[config.mk]
export PLATFORM = sky130hd
export DESIGN_NAME = led_cube_uart_sequencer
export DESIGN_NICKNAME = d
export VERILOG_FILES = /design/src/rtl/led_cube_uart_sequencer.sv
export SDC_FILE = /design/constraint.sdc
export NUM_CORES = 1
export LEC_CHECK = 0
export CAP_MARGIN = 20
export CELL_PAD_IN_SITES_DETAIL_PLACEMENT = 0
export CELL_PAD_IN_SITES_GLOBAL_PLACEMENT = 1
export CORE_ASPECT_RATIO = 1.4
export CORE_MARGIN = 4
export CORE_UTILIZATION = 45
export DETAILED_ROUTE_END_ITERATION = 8
export DONT_BUFFER_PORTS = 1
export GPL_TIMING_DRIVEN = 0
export PLACE_DENSITY = 0.73
export SLEW_MARGIN = 20
export SYNTH_ARGS = -nofsm -noshare
export SYNTH_HDL_FRONTEND = slang
export SYNTH_SLANG_ARGS = --single-unit
[constraint.sdc]
create_clock -name clk -period 2.05 [get_ports clk]
set_input_delay 0.41 -clock clk [delete_from_list [all_inputs] [get_ports clk]]
set_output_delay 0.41 -clock clk [all_outputs]
set_load 0.1 [all_outputs]
[src/rtl/led_cube_uart_sequencer.sv]
// Avalon-MM master that shares one UART slave port between status polling,
// RX byte fetches, TX byte writes and receive-overrun clears.
module led_cube_uart_sequencer #(
    parameter int POLL_GAP = 4,
    parameter int TIMEOUT  = 255
) (
    input  logic        clk,
    input  logic        rst_n,
    input  logic        enable,
    output logic [4:0]  avm_address,
    output logic        avm_read,
    output logic        avm_write,
    output logic [15:0] avm_writedata,
    input  logic [15:0] avm_readdata,
    input  logic        avm_readdatavalid,
    input  logic        avm_waitrequest,
    output logic [7:0]  rx_data,
    output logic        rx_valid,
    input  logic [7:0]  tx_data,
    input  logic        tx_valid,
    output logic        tx_ready,
    output logic [7:0]  ovf_count,
    output logic        err_timeout,
    output logic        busy
);
    localparam logic [4:0] A_RXDATA = 5'h00;
    localparam logic [4:0] A_TXDATA = 5'h04;
    localparam logic [4:0] A_STATUS = 5'h08;
    localparam logic [7:0] LP_GAP   = 8'(POLL_GAP);
    localparam logic [7:0] LP_TMO   = 8'(TIMEOUT - 1);

    typedef enum logic [2:0] {IDLE, ST_RD, ST_WT, RX_RD, RX_WT, TX_WR, CLR_WR} state_t;

    state_t      r_state, w_next;
    logic [7:0]  r_gap, r_wait, r_tx_buf;
    logic        r_tx_pend, r_clr_pend, r_last_tx;
    logic        w_rx_req, w_tx_req, w_status, w_rx_done, w_timeout, w_tx_acc, w_clr_acc;
    logic [4:0]  w_addr;
    logic        w_rd, w_wr;
    logic [15:0] w_wd;
    logic        w_unused;

    assign w_unused  = ^avm_readdata[15:8];
    assign w_rx_req  = avm_readdata[7];
    assign w_tx_req  = avm_readdata[6] & r_tx_pend;
    assign w_tx_acc  = (r_state == TX_WR)  && !avm_waitrequest;
    assign w_clr_acc = (r_state == CLR_WR) && !avm_waitrequest;
    assign tx_ready  = ~r_tx_pend;
    assign busy      = (r_state != IDLE);

    always_comb begin
        w_next    = r_state;
        w_status  = 1'b0;
        w_rx_done = 1'b0;
        w_timeout = 1'b0;
        case (r_state)
            IDLE:   if (r_gap == LP_GAP && enable) w_next = ST_RD;
            ST_RD:  if (!avm_waitrequest) w_next = ST_WT;
            ST_WT: begin
                if (avm_readdatavalid) begin
                    w_status = 1'b1;
                    // On a tie, RX wins unless RX was granted last.
                    if (w_rx_req && (!w_tx_req || r_last_tx)) w_next = RX_RD;
                    else if (w_tx_req)                        w_next = TX_WR;
                    else                                      w_next = IDLE;
                end else if (r_wait == LP_TMO) begin
                    w_timeout = 1'b1;
                    w_next    = IDLE;
                end
            end
            RX_RD:  if (!avm_waitrequest) w_next = RX_WT;
            RX_WT: begin
                if (avm_readdatavalid) begin
                    w_rx_done = 1'b1;
                    w_next    = r_clr_pend ? CLR_WR : IDLE;
                end else if (r_wait == LP_TMO) begin
                    w_timeout = 1'b1;
                    w_next    = IDLE;
                end
            end
            TX_WR:  if (!avm_waitrequest) w_next = r_clr_pend ? CLR_WR : IDLE;
            CLR_WR: if (!avm_waitrequest) w_next = IDLE;
            default: w_next = IDLE;
        endcase
    end

    // Bus outputs are registered from the next state so they hold during stalls.
    always_comb begin
        w_addr = A_RXDATA;
        w_rd   = 1'b0;
        w_wr   = 1'b0;
        w_wd   = 16'h0000;
        case (w_next)
            ST_RD:  begin w_addr = A_STATUS; w_rd = 1'b1; end
            RX_RD:  begin w_addr = A_RXDATA; w_rd = 1'b1; end
            TX_WR:  begin w_addr = A_TXDATA; w_wr = 1'b1; w_wd = {8'h00, r_tx_buf}; end
            CLR_WR: begin w_addr = A_STATUS; w_wr = 1'b1; end
            default: ;
        endcase
    end

    always_ff @(posedge clk or negedge rst_n) begin
        if (!rst_n) begin
            r_state       <= IDLE;
            avm_address   <= 5'h00;
            avm_read      <= 1'b0;
            avm_write     <= 1'b0;
            avm_writedata <= 16'h0000;
        end else begin
            r_state       <= w_next;
            avm_address   <= w_addr;
            avm_read      <= w_rd;
            avm_write     <= w_wr;
            avm_writedata <= w_wd;
        end
    end

    always_ff @(posedge clk or negedge rst_n) begin
        if (!rst_n) begin
            r_gap       <= 8'h00;
            r_wait      <= 8'h00;
            r_tx_buf    <= 8'h00;
            r_tx_pend   <= 1'b0;
            r_clr_pend  <= 1'b0;
            r_last_tx   <= 1'b1;
            rx_data     <= 8'h00;
            rx_valid    <= 1'b0;
            ovf_count   <= 8'h00;
            err_timeout <= 1'b0;
        end else begin
            if (r_state == IDLE && w_next == IDLE)
                r_gap <= (r_gap == LP_GAP) ? r_gap : r_gap + 8'h01;
            else
                r_gap <= 8'h00;
            r_wait <= (w_next != r_state) ? 8'h00 : r_wait + 8'h01;

            if (w_tx_acc) r_tx_pend <= 1'b0;
            else if (tx_valid && !r_tx_pend) begin
                r_tx_pend <= 1'b1;
                r_tx_buf  <= tx_data;
            end

            if (w_rx_done)     r_last_tx <= 1'b0;
            else if (w_tx_acc) r_last_tx <= 1'b1;

            if (w_status && avm_readdata[3]) begin
                r_clr_pend <= 1'b1;
                if (ovf_count != 8'hFF) ovf_count <= ovf_count + 8'h01;
            end else if (w_clr_acc) begin
                r_clr_pend <= 1'b0;
            end

            if (w_timeout) err_timeout <= 1'b1;
            rx_valid <= w_rx_done;
            if (w_rx_done) rx_data <= avm_readdata[7:0];
        end
    end
endmodule

==> flow_metrics.env <==
export IMPL_tns_ns=0
export IMPL_clk_latency_ns=0.33
export IMPL_synth_seq_cells=60
export IMPL_grt_start_max_net_pins=61
export IMPL_required_ns=2.24
export IMPL_relSlewSlack_pct=39.1
export IMPL_cts_tree="built"
export IMPL_endpoint_kind="flip-flop"
export IMPL_setup_viol=0
export IMPL_grt_util_all_layers_pct=16.3
export IMPL_antenna_found_initial=0
export IMPL_rrSetupSlack_ns=0.08
export IMPL_status="complete, no violations"
export IMPL_cap_violations=0
export IMPL_maxSlewViolCount=0
export IMPL_fp_coreArea_sq_um=5990
export IMPL_drt_iter0_markers=60
export IMPL_gr_total_overflow=0
export IMPL_synth_cell_types=50
export IMPL_place_congestion=0.736
export IMPL_synth_top_cell_by_area="dfrtp_1"
export IMPL_yosysSeqAreaShare_pct=53.2
export IMPL_netlist_area_sq_um=2820
export IMPL_clock_skew_ns=0.00873
export IMPL_synth_edf_count=0
export IMPL_diodes=0
export IMPL_io_pins=73
export IMPL_ir_drop_uv=1090
export IMPL_synthCells=250
export IMPL_final_nets=309
export IMPL_critPathLaunchType="flip-flop"
export IMPL_p_sw_uw=2420
export IMPL_synth_ff_type="dfrtp_1"
export IMPL_synth_area_top_cells="dfrtp_1 (52%), mux2_2 (7.2%), xnor2_1 (3.7%)"
export IMPL_crit_arrival_ns=2.16
export IMPL_place_inst=330
export IMPL_switching_share_pct=50.3
export IMPL_root_buffer="clkbuf_8"
export IMPL_pwr_share_seq_pct=55.8
export IMPL_drcViolationCount=0
export IMPL_antenna_left=0
export IMPL_dr_pass1_iters=3
export IMPL_final_instance_count_excl_fill=349
export IMPL_die_w_um=75.0
export IMPL_final_layout_size_suffix_gt1_share_pct=26.5
export IMPL_totalWireLength_um=5290
export IMPL_avgRoutedWirePerCell_um=15.2
export IMPL_path_max_fanout=6
export IMPL_post_route_period_util_pct=95.9
export IMPL_dieArea_sq_um=7620
export IMPL_p_total_uw=4810
export IMPL_async_flop_share_pct=100
export IMPL_cts_buffers=9
export IMPL_htreeDepth=3
export IMPL_start_util_pct=47.2
export IMPL_cts_sinks=60
export IMPL_clkPwrFrac_pct=18.2
export IMPL_hold_class="in2reg"
export IMPL_power_leakage_uw=0.00146
export IMPL_clockBufferDepth=2
export IMPL_hpwl_um=3830
export IMPL_worst_pin_slew_ns=0.914
export IMPL_grt_pass1_wl_um=9280
export IMPL_setup_ws_ns=0.0841
export IMPL_vias=1813
export IMPL_fp_row_count=33
export IMPL_fmax_mhz=509
export IMPL_intPower_uw=2390
export IMPL_hold_viol=0
export IMPL_power_density_nw_per_um2=1490
export IMPL_path_clk_slew_ns=0.06
export IMPL_grt_pass1_vias=1927
export IMPL_fin_crit_ns=1.97
export IMPL_dieHeight_um=102
export IMPL_vias_per_cell=5.19
export IMPL_syn_area_per_cell_sq_um=11.3
export IMPL_netlist_area_leader_share_pct=52.3
export IMPL_preCtsSetupSlack_ns=-0.118
export IMPL_area_delta_synth_final_pct=14.1
export IMPL_combPwrFrac_pct=26.0
export IMPL_crit_type="reg2reg"
export IMPL_rsz0062_at_grt="yes"
export IMPL_hold_ws_ns=0.214
export IMPL_io_buffers=0
export IMPL_ys_warn_count=0
-- power by group through the flow --
stage | combinational [uW] | sequential, uW | clock [uW]
after global placement | 1160 | 2690 | 0
after CTS | 1220 | 2690 | 911
after detailed placement | 1170 | 2700 | 0
final | 1250 | 2680 | 875
after global routing | 1410 | 2730 | 970
after floorplan | 1010 | 2630 | 0
-- state kept, by name, summed over array words and instances (netlist names) --
name / count
r_state: 3
rx_valid: 1
r_last_tx: 1
ovf_count: 8
err_timeout: 1
avm_writedata: 8
avm_address: 2
r_tx_pend: 1
r_clr_pend: 1
r_gap: 8
avm_write: 1
avm_read: 1
r_tx_buf: 8
r_wait: 8
rx_data: 8
-- cell families after synthesis --
family                   after synthesis  synth area share, %
AO/OA/AOI/OAI                         33                 9.13
adder cells (fa/ha/maj)                5                 2.22
AND/OR/NAND/NOR                       83                 15.8
other                                  1                0.133
multiplexers                          18                 7.18
XOR/XNOR                              22                 6.82
flip-flops                            60                 53.2
buffers and inverters                 28                 5.54
-- routing by layer --
metal  routed length, um  vias up  global-route usage, %
met1                2050      876                   18.4
li1                    -      891                      -
met2                2790       36                   26.2
met4                 149        0                   9.04
met3                 301       10                   5.86
met5                   0        -                      0
-- repair_timing --
item,CTS,global route
hold endpoints to repair,60,0
gates resized for setup,8,8
endpoints found under the setup margin,13,27
hold buffers,2,0
buffers inserted,0,1
pin swaps,0,2
-- stage by stage --
stage	util (%)	cell area (sq um)
finish	53.8	3220
global route	53.8	3220
CTS	53.1	3180
detailed placement	49.4	2960
global placement	49.4	2960
floorplan	-	2870
-- worst paths after layout --
check / from / end / cells after the start
min in group asynchronous: rst_n / r_gap[3] / 2
setup / recovery: ovf_count[3] / ovf_count[5] / 5
hold / removal: avm_readdata[3] / r_clr_pend / 1
max in group asynchronous: rst_n / r_last_tx / 2
setup reg to reg: ovf_count[3] / ovf_count[5] / 5
hold reg to reg: r_tx_buf[0] / avm_writedata[0] / 1
-- cells in the mapped netlist, types with 2 or more instances --
cell and instances:
or2_1 3, nand3_1 10, ha_1 5, nor2_1 21
nand4_1 3, o211ai_1 2, and2_1 11, a22o_1 2
buf_4 12, a21oi_1 6, a211oi_1 9, nor3_1 3
inv_1 9, xor2_1 10, xnor2_1 12, dfrtp_1 59
and3_1 3, mux2_2 18, buf_2 5, nor2b_1 5
nand2_1 13
-- layout by cell type, fill, tap and decap left out, types with 6 or more instances in the layout --
cell,netlist,routed
dfrtp_1,59,51
nor2_1,21,21
mux2_2,18,18
buf_4,12,13
nand2_1,13,12
xnor2_1,12,12
and2_1,11,11
conb_1,1,11
nand3_1,10,10
xor2_1,10,10
a211oi_1,9,9
clkbuf_8,0,9
inv_1,9,7
a21oi_1,6,6
dfrtp_2,0,6
-- critical path, cell delays in order, from the launching register on --
cell and delay (ns):
dfrtp_2 0.72, nand3_1 0.24, o311a_2 0.50, nand4_2 0.16, nor2_1 0.07, xor2_1 0.14
-- area by class of cell --
type	count	area [sq um]
plain buffers	19	124
clock inverters	4	26.3
inverters	9	37.5
fillers	545	2760
flip-flops and latches	60	1520
well taps	70	87.6
repair buffers	3	45.0
multi-input cells	172	1250
clock buffers	12	135
Note: power is estimated with default switching activity, not from simulation.
